**src/rtl/clock_phase_gen_pkg.sv**
```systemverilog
// +--------------------------------------------------------------------+
// | clock_phase_pkg : shared states, phase indices and strobe helper    |
// | Revision : 1.0                                                      |
// +--------------------------------------------------------------------+
`default_nettype none

package clock_phase_pkg;

    typedef enum logic [1:0] {
        HOLD  = 2'd0,
        RUN   = 2'd1,
        PAUSE = 2'd2,
        STEP  = 2'd3
    } state_e;

    localparam logic [1:0] PH_IMEM    = 2'd0;
    localparam logic [1:0] PH_REGFILE = 2'd1;
    localparam logic [1:0] PH_DMEM    = 2'd2;
    localparam logic [1:0] PH_PROC    = 2'd3;

    localparam int HOLD_CYCLES_DEF = 4;

    // One-hot strobe vector {processor, dmem, regfile, imem} for a phase.
    function automatic logic [3:0] phase_strobe(input logic [1:0] ph);
        return 4'b0001 << ph;
    endfunction

endpackage

`default_nettype wire

```
**src/rtl/clock_phase_gen_reset_sync.sv**
```systemverilog
// +--------------------------------------------------------------------+
// | reset_sync : 2-flop async-assert / sync-deassert active-low reset   |
// | Revision : 1.0                                                      |
// +--------------------------------------------------------------------+
`default_nettype none

module reset_sync (
    input  logic clk_i,
    input  logic rst_n_i,
    output logic rst_n_o
);

    logic meta_q;
    logic sync_q;

    always_ff @(posedge clk_i or negedge rst_n_i) begin
        if (!rst_n_i) begin
            meta_q <= 1'b0;
            sync_q <= 1'b0;
        end else begin
            meta_q <= 1'b1;
            sync_q <= meta_q;
        end
    end

    assign rst_n_o = sync_q;

endmodule

`default_nettype wire

```
**src/rtl/clock_phase_gen.sv**
```systemverilog
// +--------------------------------------------------------------------+
// | clock_phase_gen : 4-phase clock-enable sequencer with held core     |
// | reset and run/pause/single-step control. Revision : 1.0             |
// +--------------------------------------------------------------------+
`default_nettype none

module clock_phase_gen
    import clock_phase_pkg::*;
#(
    parameter int HOLD_CYCLES = HOLD_CYCLES_DEF,
    parameter int CNT_W       = 32
) (
    input  logic             clock,
    input  logic             reset,
    input  logic             run,
    input  logic             step,
    output logic             core_reset,
    output logic             imem_ce,
    output logic             regfile_ce,
    output logic             dmem_ce,
    output logic             processor_ce,
    output logic [1:0]       phase,
    output logic             paused,
    output logic [CNT_W-1:0] cycle_count
);

    localparam logic [7:0] c_HOLD_LAST = 8'(HOLD_CYCLES - 1);

    logic             rst_sync_n;
    state_e           state_q;
    logic [7:0]       hold_q;
    logic [7:0]       hold_d;
    logic [1:0]       phase_q;
    logic [1:0]       phase_d;
    logic [3:0]       ce_q;
    logic             paused_q;
    logic             core_reset_q;
    logic [CNT_W-1:0] cycle_count_q;
    logic [CNT_W-1:0] cycle_count_d;

    reset_sync u_reset_sync (
        .clk_i   (clock),
        .rst_n_i (reset),
        .rst_n_o (rst_sync_n)
    );

    assign hold_d        = hold_q + 8'd1;
    assign phase_d       = phase_q + 2'd1;
    assign cycle_count_d = cycle_count_q + CNT_W'(1);

    // RUN and STEP share sequencing; they differ only in how they were entered.
    always_ff @(posedge clock or negedge rst_sync_n) begin
        if (!rst_sync_n) begin
            state_q       <= HOLD;
            hold_q        <= 8'd0;
            phase_q       <= PH_IMEM;
            ce_q          <= 4'b0000;
            paused_q      <= 1'b0;
            core_reset_q  <= 1'b1;
            cycle_count_q <= '0;
        end else begin
            if (ce_q[PH_PROC]) begin
                cycle_count_q <= cycle_count_d;
            end
            case (state_q)
                HOLD: begin
                    if (hold_q == c_HOLD_LAST) begin
                        core_reset_q <= 1'b0;
                        if (run) begin
                            state_q <= RUN;
                            ce_q    <= phase_strobe(PH_IMEM);
                        end else begin
                            state_q  <= PAUSE;
                            paused_q <= 1'b1;
                        end
                    end else begin
                        hold_q <= hold_d;
                    end
                end
                PAUSE: begin
                    if (run || step) begin
                        state_q  <= run ? RUN : STEP;
                        paused_q <= 1'b0;
                        phase_q  <= PH_IMEM;
                        ce_q     <= phase_strobe(PH_IMEM);
                    end
                end
                RUN, STEP: begin
                    if (phase_q == PH_PROC) begin
                        phase_q <= PH_IMEM;
                        if (run) begin
                            state_q <= RUN;
                            ce_q    <= phase_strobe(PH_IMEM);
                        end else begin
                            state_q  <= PAUSE;
                            paused_q <= 1'b1;
                            ce_q     <= 4'b0000;
                        end
                    end else begin
                        phase_q <= phase_d;
                        ce_q    <= phase_strobe(phase_d);
                    end
                end
                default: state_q <= HOLD;
            endcase
        end
    end

    assign core_reset   = core_reset_q;
    assign imem_ce      = ce_q[PH_IMEM];
    assign regfile_ce   = ce_q[PH_REGFILE];
    assign dmem_ce      = ce_q[PH_DMEM];
    assign processor_ce = ce_q[PH_PROC];
    assign phase        = phase_q;
    assign paused       = paused_q;
    assign cycle_count  = cycle_count_q;

endmodule

`default_nettype wire

```
**config.mk**
```make
export PLATFORM = sky130hd
export DESIGN_NAME = clock_phase_gen
export DESIGN_NICKNAME = d
export VERILOG_FILES = /design/src/rtl/clock_phase_gen_pkg.sv /design/src/rtl/clock_phase_gen_reset_sync.sv /design/src/rtl/clock_phase_gen.sv
export SDC_FILE = /design/constraint.sdc
export NUM_CORES = 1
export LEC_CHECK = 0
export BUFFER_PORTS_ARGS = -buffer_cell sky130_fd_sc_hd__buf_2
export CAP_MARGIN = 30
export CORE_MARGIN = 2
export CORE_UTILIZATION = 55
export CTS_CLUSTER_DIAMETER = 80
export DETAILED_ROUTE_END_ITERATION = 10
export MAX_ROUTING_LAYER = met4
export PLACE_DENSITY = 0.83
export SETUP_SLACK_MARGIN = 0.1
export SYNTH_ARGS = -nofsm -noshare
export SYNTH_HDL_FRONTEND = slang
export SYNTH_SLANG_ARGS = --single-unit
```
**constraint.sdc**
```tcl
create_clock -name clock -period 3.2 [get_ports clock]
set_input_delay 0.48 -clock clock [delete_from_list [all_inputs] [get_ports clock]]
set_output_delay 0.48 -clock clock [all_outputs]
set_load 0.05 [all_outputs]
```
==> After elaboration in Yosys (flattened, before gate mapping) <==
Cells that the tools add are included.
{ "totals": {"register_bits": 52, "inputBits": 4, "out_inout_bits": 40, "word_cells": 52} }
{ "op_classes": {"n_reduce_logical": 9, "shift": 1, "eq_ne": 9, "bitwise": 1, "mux": 20, "add_sub_neg": 3} }
{ "op_table": {"columns": ["op", "count"], "rows": [
  ["$add A32 B1 Y32 const B", 1],
  ["$mux W4", 4],
  ["$mux W2", 7],
  ["$pmux W4 S3", 1],
  ["$add A8 B1 Y8 const B", 1],
  ["$eq A8 B2 Y1 const B", 1],
  ["$ne A2 B2 Y1 const B", 4],
  ["$eq A2 B2 Y1 const B", 3],
  ["$pmux W2 S3", 1],
  ["$reduce_and A2 Y1", 3],
  ["$reduce_and A3 Y1", 2],
  ["$mux W1", 5],
  ["$pmux W2 S2", 1],
  ["$shl A1 B2 Y4 const A", 1],
  ["$pmux W1 S3", 1],
  ["$add A2 B1 Y2 const B", 1],
  ["$eq A2 B1 Y1 const B", 1],
  ["$logic_not A2 Y1", 1],
  ["$reduce_bool A2 Y1", 1],
  ["$reduce_or A2 Y1", 1],
  ["$logic_or A1 B1 Y1", 1],
  ["$not A1 Y1", 1]
]} }

==> Longest topological paths before layout <==
{ "depth": {"ltp_word": 4, "depth_mapped": 6, "depth_no_buf": 5} }

==> Modules after synthesis <==
From an unflattened synthesis, not the netlist that was laid out.
{ "unflattened": {"cells_unflattened": 212, "hier_area_um2": 2404.8} }
{ "modules_own_cells": {"columns": ["module", "cells_each", "instances", "seq_area_each_um2", "area_each_um2"], "rows": [
  ["clock_phase_gen", 209, 1, 1252.5, 2351.0],
  ["reset_sync", 3, 1, 50.0, 53.8]
]} }

==> Least setup slack after synthesis <==
No wires, ideal clock.
{ "synth_timing": {"path_kind": "register to register", "start": "reg cycle_count_q[0] (netlist: cycle_count[0])", "end": "reg cycle_count_q[22] (netlist: cycle_count[22])", "path_stages_with_launch": 7, "n_path_buf": 1, "path_slack_ns": 1.020, "setup_time_ns": 0.082, "t_arrival_ns": 2.097, "synth_period_minus_slack_ns": 2.180, "t_required_ns": 3.118, "cell_sequence": "dfrtp_1 > ha_1 > nand4_4 > or4_4 > buf_6 > nor3_4 > xor2_1"} }
{ "synth_between": {"elab_chain_len": 1} }
{ "synth_lines": {"columns": ["item", "line_no", "text"], "rows": [
  ["start: declaration", "clock_phase_gen.sv:38", "logic [CNT_W-1:0] cycle_count_q;"],
  ["start signal: assignment", "clock_phase_gen.sv:63", "cycle_count_q <= cycle_count_d;"],
  ["$add A32 B1 Y32", "clock_phase_gen.sv:49", "assign cycle_count_d = cycle_count_q + CNT_W'(1);"]
]} }
No other way between the ends.
A chain may end at the register's enable or synchronous reset.

==> flow_summary.json <==
{
  "status": "complete, no violations",
  "grt-ovfl-total": 0,
  "clk_path_buf_depth": 2,
  "finClkSkew_ns": 0.007646,
  "pwr_density_cell_nw_per_um2": 746.8,
  "seq_area_um2": 1304,
  "grt_pass1_wl_um": 7320,
  "core_area_um2": 4294,
  "slew_viol_final": 0,
  "drc": 0,
  "fin_ws_ns": 1.306,
  "peakVddDrop_v": 0.0005236,
  "synth_cells": 209,
  "startpoint": "ce_q[3]",
  "avgViaCountPerCell": 5.368,
  "nNetsFinal": 267,
  "pre_cts_slack_ns": 1.310,
  "syn_to_final_growth_pct": 15.49,
  "p_leak_nw": 1.430,
  "grt_max_degree": 41,
  "grt_pass1_vias": 1613,
  "path_max_fanout": 9,
  "diodes": 0,
  "finalSetupTns_ns": 0,
  "clk_latency_ns": 0.29,
  "via_count": 1664,
  "cts_tree": "yes",
  "htree_levels": 2,
  "die_w_um": 70.26,
  "p_int_mw": 1.195,
  "synth_nets": 219,
  "ioPinCount": 44,
  "die_h_um": 70.26,
  "multi_input_area_um2": 1052,
  "postRouteAntennaNets": 0,
  "r2r_slack_ns": 1.31,
  "drt_wl_total_um": 4142,
  "initial_utilization_pct": 56.24,
  "switchingPower_mw": 0.8873,
  "netlist_area_um2": 2415,
  "clock-sinks": 52,
  "drtPass1Iterations": 4,
  "n_fill_cell": 363,
  "avgSynthCellArea_um2": 11.55,
  "synth-seq-cells": 52,
  "synth-seq-area-share_pct": 53.94,
  "gp_congestion": 0.7988,
  "grt_usage_pct": 18.76,
  "cp.arrival_ns": 2.12,
  "r2r-end": "cycle_count[31]",
  "clockRootBuffer": "clkbuf_8",
  "reg2regPathDepth": 4,
  "cp.required_ns": 3.43,
  "grt_antenna_before_repair": 0,
  "drive_gt1_share_pct": 26.74,
  "wl_per_cell_um": 13.36,
  "yosysWarnings": 0,
  "worst_pin_slew_ns": 0.5719,
  "reg2reg_from": "ce_q[3]",
  "clkTransAtPathRegs_ns": 0.09,
  "io_buffers": 43,
  "crit_path_end_kind": "register",
  "ys_types": 38,
  "cp-start-kind": "register",
  "drt-initial-drc-count": 64,
  "hold_viol": 0,
  "crit_path_end": "cycle_count[31]",
  "fmax_mhz": 527.9,
  "slew_headroom_pct": 61.33,
  "cts_buffers": 5,
  "p_seq_share_pct": 46.3,
  "hp-class": "register to async pin",
  "finalCritPeriodShare_pct": 59.20,
  "drv_cap": 0,
  "switching_share_pct": 42.60,
  "rsz0062_at_grt": "false",
  "num_rows": 24,
  "clkPwrFrac_pct": 18.1,
  "p_comb_share_pct": 35.6,
  "critical_path_class": "register to register",
  "die_area_um2": 4936,
  "setup_viol": 0,
  "finalPower_mw": 2.083,
  "dp_hpwl_um": 3007,
  "min_period_ns": 1.894
}
[timing repair]
| action | 4_1_cts | 5_1_grt |
|---|---|---|
| hold buffers | 1 | 0 |
| endpoints found under the hold margin | 2 | 0 |
| setup buffers | 0 | 0 |
| gates resized for setup | 0 | 0 |
[layout make-up]
cell class	instances	share of cell area, %
Sequential cell	52	46.75
Inverter	8	1.077
Timing Repair Buffer	45	8.793
Tap cell	52	2.333
Clock buffer	6	2.961
Clock inverter	2	0.3589
Multi-Input combinational cell	145	37.73
[critical path, cell delays in order (launching register included)]
cell and delay (ns):
dfrtp_1 0.53, nand4_1 0.25, nor4_4 0.51, nor4b_1 0.37
xor2_1 0.17
[Yosys cell counts (all sizes together)]
library cell	number	share of area, %
a21boi	1	0.47
a21oi	2	0.41
a22o	1	0.36
a2bb2oi	1	0.36
a311oi	1	0.36
a31oi	2	0.52
and2	2	0.52
and3	3	0.83
and4	5	1.9
buf	2	0.93
clkbuf	2	0.31
conb	1	0.16
dfrtp	51	53
dfstp	1	1.1
ha	6	3.1
inv	8	1.2
mux2	2	0.93
nand2	23	3.6
nand3	7	1.7
nand4	14	4.5
nor2	12	1.9
nor3	8	3.2
nor3b	2	0.62
nor4	1	0.88
nor4b	2	0.73
o21ai	7	1.5
o31ai	2	0.62
or4	2	0.78
xnor2	21	7.6
xor2	17	6.2
[flip-flops by register name, indices dropped and copies added (netlist names)]
| signal | flops |
|---|---|
| u_reset_sync.rst_n_o | 1 |
| state_q | 2 |
| phase | 2 |
| u_reset_sync.meta_q | 1 |
| ce_q | 4 |
| cycle_count | 32 |
| core_reset | 1 |
| hold_q | 8 |
| paused | 1 |
[logic make-up (layout without fill, tap and decap cells)]
logic type      after synthesis  count (layout)  share of synthesized area [%]
compound gates               17              17                          4.559
xor+xnor                     38              38                          13.78
fa+ha+maj                     6               6                          3.109
buf+inv                      12              61                          2.487
flops                        52              52                          53.94
mux                           2               2                         0.9326
other cells                   1               1                         0.1553
simple gates                 81              81                          21.04
[how the worst min path moves through the flow]
stage / from / to / slack [ns] / depth (start not counted)
4_1_cts: u_reset_sync.rst_n_o / phase[0] / 0.15 / 0
2_1_floorplan: reset / u_reset_sync.meta_q / 0.18 / 0
5_1_grt: u_reset_sync.rst_n_o / hold_q[6] / 0.17 / 0
6_report: u_reset_sync.rst_n_o / paused / 0.14 / 0
3_3_place_gp: reset / u_reset_sync.meta_q / 0.27 / 1
3_5_place_dp: u_reset_sync.rst_n_o / hold_q[5] / 0.14 / 0
[power by group through the flow]
stage               Clock [mW]  Combinational [mW]  Sequential [mW]
finish                   0.378               0.741            0.964
global route             0.420               0.806            0.992
CTS                      0.388               0.750            0.965
detailed placement           0               0.744            0.972
global placement             0               0.714            0.979
floorplan                    0               0.336             1.21
[placed cells by master (no fill, tap or decap), types with 2 or more instances in the layout]
cell type,instances
o31ai_1,2
dfrtp_1,50
ha_1,6
inv_1,8
nor3_1,3
clkbuf_8,6
xnor2_1,21
mux2_2,2
o21ai_0,7
nand2_1,23
nor3b_1,2
and2_1,2
a31oi_1,2
a21oi_1,2
xor2_1,17
nand4_1,12
buf_2,43
nand3_1,6
clkinv_2,2
nor4b_1,2
nor3_2,3
nor2_1,12
and3_1,2
and4_1,4
nor3_4,2
[per-stage QoR]
step	instance area, µm²	instances	utilization [%]	hold slack (ns)
finish	2789	310	64.95	0.1390
detailed placement	2686	301	62.56	0.1432
global route	2789	310	64.95	0.1705
CTS	2789	310	64.95	0.1516
global placement	2666	300	62.09	0.2663
floorplan	2415	209	-	0.1844
[layer usage]
metal / global-route usage [%] / share of wire, % / vias to the layer above
li1: - / - / 816
met1: 25.12 / 47 / 808
met2: 29.25 / 47 / 36
met3: 4.329 / 4.6 / 4
met4: 4.701 / 0.60 / 0
met5: - / 0 / -
No activity file was read; power rests on OpenSTA's default activity.
